===== src/rtl/string_reader_pkg.sv =====
// rtl/string_reader_pkg.sv - shared state encodings and character constants for string_reader
package string_reader_pkg;

   typedef enum logic [1:0] {
      RX_IDLE  = 2'd0,
      RX_START = 2'd1,
      RX_DATA  = 2'd2,
      RX_STOP  = 2'd3
   } rx_state_t;

   typedef enum logic {
      ASM_COLLECT = 1'b0,
      ASM_DISCARD = 1'b1
   } asm_state_t;

   localparam logic [7:0] CHAR_LF = 8'h0A;
   localparam logic [7:0] CHAR_CR = 8'h0D;

endpackage


===== src/rtl/uart_rx_byte.sv =====
// rtl/uart_rx_byte.sv - 8N1 UART byte receiver with input synchronizer and stop-bit check
module uart_rx_byte
   import string_reader_pkg::*;
#(
   parameter int CLK_FREQ = 50000000,
   parameter int BAUD     = 115200
) (
   input  logic       clk,
   input  logic       rst,
   input  logic       rx,
   output logic [7:0] byte_data,
   output logic       byte_valid,
   output logic       frame_err
);

   localparam int CLKS_PER_BIT = CLK_FREQ / BAUD;
   localparam int HALF_BIT     = CLKS_PER_BIT / 2;
   localparam int CW           = $clog2(CLKS_PER_BIT + 1);

   rx_state_t      r_state;
   rx_state_t      w_next;
   logic           r_sync1, r_sync2, r_prev;
   logic [CW-1:0]  r_cnt;
   logic [2:0]     r_bit_idx;
   logic [7:0]     r_shift;
   logic [7:0]     r_byte;
   logic           r_byte_valid;
   logic           r_frame_err;
   logic           w_tick_half;
   logic           w_tick_bit;

   assign w_tick_half = (r_cnt == CW'(HALF_BIT - 1));
   assign w_tick_bit  = (r_cnt == CW'(CLKS_PER_BIT - 1));

   always_ff @(posedge clk) begin
      if (rst) r_state <= RX_IDLE;
      else     r_state <= w_next;
   end

   always_comb begin
      w_next = r_state;
      case (r_state)
         RX_IDLE:  if (r_prev && !r_sync2) w_next = RX_START;
         RX_START: if (w_tick_half) w_next = r_sync2 ? RX_IDLE : RX_DATA;
         RX_DATA:  if (w_tick_bit && r_bit_idx == 3'd7) w_next = RX_STOP;
         RX_STOP:  if (w_tick_bit) w_next = RX_IDLE;
         default:  w_next = RX_IDLE;
      endcase
   end

   // r_prev is a third stage so the start edge is detected on synchronized data only
   always_ff @(posedge clk) begin
      if (rst) begin
         r_sync1      <= 1'b1;
         r_sync2      <= 1'b1;
         r_prev       <= 1'b1;
         r_cnt        <= '0;
         r_bit_idx    <= '0;
         r_shift      <= '0;
         r_byte       <= '0;
         r_byte_valid <= 1'b0;
         r_frame_err  <= 1'b0;
      end else begin
         r_sync1      <= rx;
         r_sync2      <= r_sync1;
         r_prev       <= r_sync2;
         r_byte_valid <= 1'b0;
         r_frame_err  <= 1'b0;
         case (r_state)
            RX_IDLE: begin
               r_cnt     <= '0;
               r_bit_idx <= '0;
            end
            RX_START: r_cnt <= w_tick_half ? '0 : r_cnt + CW'(1);
            RX_DATA: begin
               if (w_tick_bit) begin
                  r_cnt     <= '0;
                  r_shift   <= {r_sync2, r_shift[7:1]};
                  r_bit_idx <= r_bit_idx + 3'd1;
               end else begin
                  r_cnt <= r_cnt + CW'(1);
               end
            end
            RX_STOP: begin
               if (w_tick_bit) begin
                  r_cnt <= '0;
                  if (r_sync2) begin
                     r_byte       <= r_shift;
                     r_byte_valid <= 1'b1;
                  end else begin
                     r_frame_err <= 1'b1;
                  end
               end else begin
                  r_cnt <= r_cnt + CW'(1);
               end
            end
            default: r_cnt <= '0;
         endcase
      end
   end

   assign byte_data  = r_byte;
   assign byte_valid = r_byte_valid;
   assign frame_err  = r_frame_err;

endmodule


===== src/rtl/string_reader.sv =====
// rtl/string_reader.sv - assembles UART bytes into newline-terminated lines with overflow flag
module string_reader
   import string_reader_pkg::*;
#(
   parameter int CLK_FREQ  = 50000000,
   parameter int BAUD      = 115200,
   parameter int MAX_CHARS = 82,
   localparam int LW       = $clog2(MAX_CHARS + 1)
) (
   input  logic                   clk,
   input  logic                   rst,
   input  logic                   uart_rx,
   output logic [8*MAX_CHARS-1:0] line,
   output logic [LW-1:0]          line_len,
   output logic                   line_valid,
   output logic                   line_overflow,
   output logic                   frame_err
);

   localparam int BW = 8 * MAX_CHARS;

   logic [7:0]    w_byte;
   logic          w_byte_valid;
   logic          w_frame_err;
   asm_state_t    r_asm_state;
   asm_state_t    w_asm_next;
   logic          w_deliver;
   logic          w_append;
   logic [BW-1:0] r_buf;
   logic [LW-1:0] r_count;
   logic [BW-1:0] r_line;
   logic [LW-1:0] r_line_len;
   logic          r_line_valid;
   logic          r_line_overflow;

   uart_rx_byte #(
      .CLK_FREQ (CLK_FREQ),
      .BAUD     (BAUD)
   ) u_rx (
      .clk        (clk),
      .rst        (rst),
      .rx         (uart_rx),
      .byte_data  (w_byte),
      .byte_valid (w_byte_valid),
      .frame_err  (w_frame_err)
   );

   always_ff @(posedge clk) begin
      if (rst) r_asm_state <= ASM_COLLECT;
      else     r_asm_state <= w_asm_next;
   end

   always_comb begin
      w_asm_next = r_asm_state;
      w_deliver  = 1'b0;
      w_append   = 1'b0;
      if (w_byte_valid) begin
         case (r_asm_state)
            ASM_COLLECT: begin
               if (w_byte == CHAR_LF)             w_deliver  = 1'b1;
               else if (w_byte == CHAR_CR)        w_append   = 1'b0;
               else if (r_count < LW'(MAX_CHARS)) w_append   = 1'b1;
               else                               w_asm_next = ASM_DISCARD;
            end
            ASM_DISCARD: begin
               if (w_byte == CHAR_LF) begin
                  w_deliver  = 1'b1;
                  w_asm_next = ASM_COLLECT;
               end
            end
            default: w_asm_next = ASM_COLLECT;
         endcase
      end
   end

   // Shift-in keeps the buffer packed like a string literal: newest char in [7:0]
   always_ff @(posedge clk) begin
      if (rst) begin
         r_buf           <= '0;
         r_count         <= '0;
         r_line          <= '0;
         r_line_len      <= '0;
         r_line_valid    <= 1'b0;
         r_line_overflow <= 1'b0;
      end else begin
         r_line_valid <= 1'b0;
         if (w_deliver) begin
            r_line          <= r_buf;
            r_line_len      <= r_count;
            r_line_overflow <= (r_asm_state == ASM_DISCARD);
            r_line_valid    <= 1'b1;
            r_buf           <= '0;
            r_count         <= '0;
         end else if (w_append) begin
            r_buf   <= (r_buf << 8) | BW'(w_byte);
            r_count <= r_count + LW'(1);
         end
      end
   end

   assign line          = r_line;
   assign line_len      = r_line_len;
   assign line_valid    = r_line_valid;
   assign line_overflow = r_line_overflow;
   assign frame_err     = w_frame_err;

endmodule


===== config.mk =====
export PLATFORM = sky130hd
export DESIGN_NAME = string_reader
export DESIGN_NICKNAME = d
export VERILOG_FILES = /design/src/rtl/string_reader_pkg.sv /design/src/rtl/uart_rx_byte.sv /design/src/rtl/string_reader.sv
export SDC_FILE = /design/constraint.sdc
export NUM_CORES = 2
export LEC_CHECK = 0
export CAP_MARGIN = 10
export CORE_MARGIN = 10
export CORE_UTILIZATION = 58
export DETAILED_ROUTE_END_ITERATION = 10
export PLACE_DENSITY = 0.95
export SYNTH_ARGS = -nofsm -noshare
export SYNTH_HDL_FRONTEND = slang
export SYNTH_SLANG_ARGS = --single-unit

===== constraint.sdc =====
create_clock -name clk -period 4.1 [get_ports clk]
set_input_delay 0.41 -clock clk [delete_from_list [all_inputs] [get_ports clk]]
set_output_delay 0.41 -clock clk [all_outputs]
set_load 0.03 [all_outputs]

# Yosys cells after proc, flatten, opt, wreduce, memory -nomap -nowiden
# Cells that the tools add are included.
# word_totals
inputBits,3
elab_cells,76
register_bits,1364
# classes
add_sub_neg,3
bitwise_logic,4
mux,26
n_reduce_logical,12
n_lt_le_gt_ge,1
eq_ne,13
# op_table
cell,n
656-bit by 8-bit OR with 656-bit output,1
9-bit case mux with 3 select lines,1
9-bit two-way mux,2
"8-bit by 4-bit == test with 1-bit output, second input constant",2
1-bit two-way mux,14
2-bit two-way mux,5
"2-bit by 1-bit inequality test with 1-bit output, second input constant",5
"9-bit by 1-bit adder with 9-bit output, second input constant",1
"9-bit by 8-bit == test with 1-bit output, second input constant",1
"9-bit == test, second input constant",1
2-bit case mux with 4 select lines,1
"7-bit by 1-bit adder with 7-bit output, second input constant",1
"7-bit < comparator, second input constant",1
3-bit case mux with 2 select lines,1
"2-bit == test, second input constant",2
2-bit AND reduction,2
4-bit AND reduction,1
2-bit OR reduction,2
"3-bit by 1-bit adder with 3-bit output, second input constant",1
"3-bit == test, second input constant",1
3-bit two-way mux,1
1-bit NOT,3
3-bit AND reduction,1
3-bit OR reduction,1
other kinds (6),7

# Depth between registers and ports, before layout
# depth
ltp_word,6
depth_mapped,8
depth_no_buf,6

# By module
# From an unflattened synthesis, not the netlist that was laid out.
# hier_totals
cells_unflattened,4565
area_unflattened_um2,46525.9
# modules_own_cells
module,area_per_inst_um2,cells_each,seq_area_each_um2,n_inst
string_reader,45057.0,4420,26605.5,1
uart_rx_byte,1468.9,145,700.7,1

# Least setup slack after synthesis
# OpenSTA, ideal clock, no wires.
# synth_timing
kind,flip-flop to flip-flop
startpoint,"register u_rx.r_byte[4], in the netlist u_rx.byte_data[4]"
endpoint,register r_count[2]
setup_slack_ns,1.990
stages_incl_launch_ff,9
t_required_ns,3.975
n_path_buf,4
arrival_time_ns,1.985
cell_sequence,dfxtp_1 or4b_4 or3_1 buf_2 nand2b_1 buf_2 buf_2 buf_4 a21oi_1
# synth_between
elab_chain_cells,5
# synth_rtl
element,line,text
from (decl),uart_rx_byte.sv:26,logic [7:0] r_byte;
from (signal assigned),uart_rx_byte.sv:88,r_byte <= r_shift;
8-bit by 4-bit == test with 1-bit output,string_reader.sv:61,else if (w_byte == CHAR_CR) w_append = 1'b0;
1-bit two-way mux,string_reader.sv:61,
1-bit two-way mux,string_reader.sv:60,if (w_byte == CHAR_LF) w_deliver = 1'b1;
1-bit two-way mux,string_reader.sv:58,case (r_asm_state)
1-bit two-way mux,string_reader.sv:57,if (w_byte_valid) begin
to (signal assigned),string_reader.sv:96,r_count <= r_count + LW'(1);
to (decl),string_reader.sv:30,logic [LW-1:0] r_count;
# Several ways; a longest one is shown, not always the timed one.
# A chain may end at the register's enable or synchronous reset.

# Worst setup path in the final report
# layout_timing
startpoint,register r_count[2]
endpoint,register r_buf[260]
# layout_between
elab_chain_cells,6
# layout_rtl
element,line,text
7-bit < comparator,string_reader.sv:62,else if (r_count < LW'(MAX_CHARS)) w_append = 1'b1;
1-bit two-way mux,string_reader.sv:62,
1-bit two-way mux,string_reader.sv:61,
1-bit two-way mux,string_reader.sv:60,
1-bit two-way mux,string_reader.sv:58,
1-bit two-way mux,string_reader.sv:57,
to (signal assigned),string_reader.sv:95,r_buf <= (r_buf << 8) | BW'(w_byte);
to (decl),string_reader.sv:29,logic [BW-1:0] r_buf;
# No other way between the ends.

==> impl_metrics.toml <==
[clock_network]
clk_latency_ns = 0.72
h-tree-depth = 4
cts_resized = 0
cts-root-buf = "clkbuf_16"
clock_sinks = 1364
cts_buffer_depth = 3
cts_buffers = 132
holdBufCountCts = 0
postCtsSetupBuffers = 0
clk_pin_slew_ns = 0.07
cts_tree = "yes"

[floorplan]
core_area_mm2 = 0.0808
die-area_mm2 = 0.0938
ios = 669
die_h_um = 306
die_x_um = 306
num_rows = 104
start_util_pct = 58.8

[sta]
maxSlewHeadroom_pct = 9.30
rsz0062_at_grt = "false"
setup_viol_count_final = 0
clock_skew_ns = 0.0375
tns_ns = 0
holdWs_ns = 0.156
finalHoldViolations = 0
maxSlewViolCount = 0
min_period_ns = 3.23
tightest_slew_ns = 1.36
finalCritPeriodShare_pct = 78.8
max_freq_mhz = 310

[grt]
antenna_found_initial = 0
overflow = 0
grt_pass1_vias = 40100
grt_max_degree = 267
gr-usage-all-layers_pct = 31.9
grt_pass1_wl_um = 241000

[detailed_routing]
post_drt_wl_per_cell_um = 26.0
vias = 40800
drt_first_pass_iters = 6
drt_wl_total_um = 158000
drt_iter0_markers = 5759
ant_nets = 0
drc = 0
viasPerCell = 6.74

[logic_synthesis]
synth_top_family_by_area = "compound AO/OA/AOI/OAI gates"
synth_xor_area_share_pct = 0.129
synth.cell_area_mm2 = 0.0475
synth_cell_type_count = 49
synth_edf_count = 0
synth_seq_area_share_pct = 57.5
synth.net_count = 4522
synthArstFlopShare_pct = 0
ys.warnings.count = 0
synth-simple-area-share_pct = 8.75
synthTopCellsByArea = "dfxtp_1, a22o_1, a21oi_1"
synth.avg_cell_area_um2 = 10.5
yosys-top-cells-count = "dfxtp_1, a22o_1, a21oi_1, nand3_1, o21ai_0"
syn_inst = 4513
synth_compound_area_share_pct = 23.6
synth_top_area_share_pct = 57.5
yosys.area.top_type = "dfxtp_1"
ys_ff_latch = 1364
synth_mux_area_share_pct = 3.22
synthMostInstantiatedCell = "dfxtp_1"
synthAdderAreaFrac_pct = 0.158
synth_ff_type = "dfxtp_1"

[worst_setup_path]
r2r_start = "r_count[2]$_SDFFE_PP0P_"
critPathLaunchType = "flip-flop"
crit_type = "flip-flop to flip-flop"
arrival_ns = 3.79
critPathLaunch = "r_count[2]$_SDFFE_PP0P_"
critical_path_required_ns = 4.66
cp-end-kind = "flip-flop"
path_max_fanout = 266

[power]
p_sw_uw = 5580
vdd_drop_max_mv = 0.329
comb_power_share_pct = 1.1
clkPwrFrac_pct = 47.8
power_leakage_uw = 0.0197
swShare_pct = 21.5
power.total_uw = 25900
power_density_mw_per_mm2 = 447
p_seq_share_pct = 51.1
p_int_uw = 20300

[min_path]
worst_hold_path_type = "input port to flip-flop"
min_from = "rst"

[placement]
gp_congestion = 0.863
dpl.hpwl_um = 91900
portBuffers = 668

[run_status]
status = "finished, final reports clean"

[cells_and_area]
fill_cells = 4793
syn_to_final_growth_pct = 21.8
final_util_pct = 71.6
nets = 4911
drive_gt1_share_pct = 6.18

[job]
maxCapViolCount = 0
-- state kept, by name, indices dropped and copies added (netlist names), 3 cells and up, named ones only --
register	cells
line	656
r_buf	656
u_rx.r_cnt	9
u_rx.byte_data	8
u_rx.r_shift	8
line_len	7
r_count	7
u_rx.r_bit_idx	3
-- layout make-up --
| class | count | area [um^2] | area share (%) |
|---|---|---|---|
| diodes | 1 | 2.50 | 0.00432 |
| clock buffers | 187 | 3860 | 6.67 |
| clock inverters | 46 | 576 | 0.994 |
| inverters | 7 | 26.3 | 0.0454 |
| repair buffers | 746 | 7690 | 13.3 |
| multi-input cells | 2651 | 17100 | 29.6 |
| well taps | 1060 | 1330 | 2.29 |
| flip-flops and latches | 1364 | 27300 | 47.2 |
-- power by group through the flow --
stage | Combinational, uW | Sequential, uW | Clock [uW]
2_1_floorplan | 282 | 13500 | 0
4_1_cts | 273 | 13300 | 12400
3_5_place_dp | 269 | 13600 | 0
3_3_place_gp | 266 | 13500 | 0
6_report | 284 | 13300 | 12400
5_1_grt | 296 | 13200 | 12900
-- placed cells by master (no fill, tap or decap), types with 2 or more instances in the layout --
master,count
a21oi_1,527
a22o_1,664
a22oi_1,2
buf_12,33
buf_4,45
bufinv_16,6
clkbuf_1,20
clkbuf_16,132
clkbuf_8,35
clkdlybuf4s50_1,667
clkinv_16,2
clkinv_2,18
clkinv_4,2
clkinv_8,4
clkinvlp_4,4
dfxtp_1,1364
ha_1,6
inv_1,7
inv_16,4
inv_6,6
mux2i_1,153
nand2_1,8
nand2b_1,2
nand3_1,527
nand3b_1,144
nand4_1,2
nor2_1,32
nor3_1,7
nor4_1,2
o21ai_0,525
o22ai_1,3
o31ai_1,4
or2_2,4
or3_1,2
or4_1,4
xnor2_1,5
xor2_1,2
-- per-layer routing --
layer,up-vias,wire length [um],GRT usage (%)
li1,17400,-,-
met1,19800,56500,37.5
met2,2910,72600,50.6
met3,736,16200,8.64
met4,0,12400,21.9
met5,-,0,0
-- final timing paths --
| kind | cells past startpoint | slack (ns) | endpoint |
|---|---|---|---|
| worst max-delay path | 5 | 0.87 | r_buf[260]$_SDFFE_PP0P_ |
| worst min register to register | 1 | 0.41 | u_rx.r_sync2$_SDFF_PP1_ |
| worst max register to register | 5 | 0.87 | r_buf[260]$_SDFFE_PP0P_ |
| worst min-delay path | 2 | 0.16 | u_rx.r_shift[1]$_SDFFE_PP0P_ |
-- through the flow --
step                      std cells  worst slack [ns]  instance area, um^2
after floorplan                4513              1.99                47500
after global placement         5828              1.36                53500
after detailed placement       5828              1.22                53500
after CTS                      6061              1.03                57900
after global routing           6061             0.875                57900
final                          6062             0.871                57900
-- critical path, cell delays in order (launching register included) --
cell     delay, ns
dfxtp_1       0.40
nor4_1        0.82
o21ai_4       0.35
buf_12        0.32
o21ai_0       0.59
a21oi_1       0.15
-- cells by family after synthesis --
family,Yosys count
buffers and inverters,498
AO/OA/AOI/OAI,1735
multiplexers,153
XOR/XNOR,7
flip-flops,1364
adder cells (fa/ha/maj),6
AND/OR/NAND/NOR,750
Power figures use the tool's default switching activity.
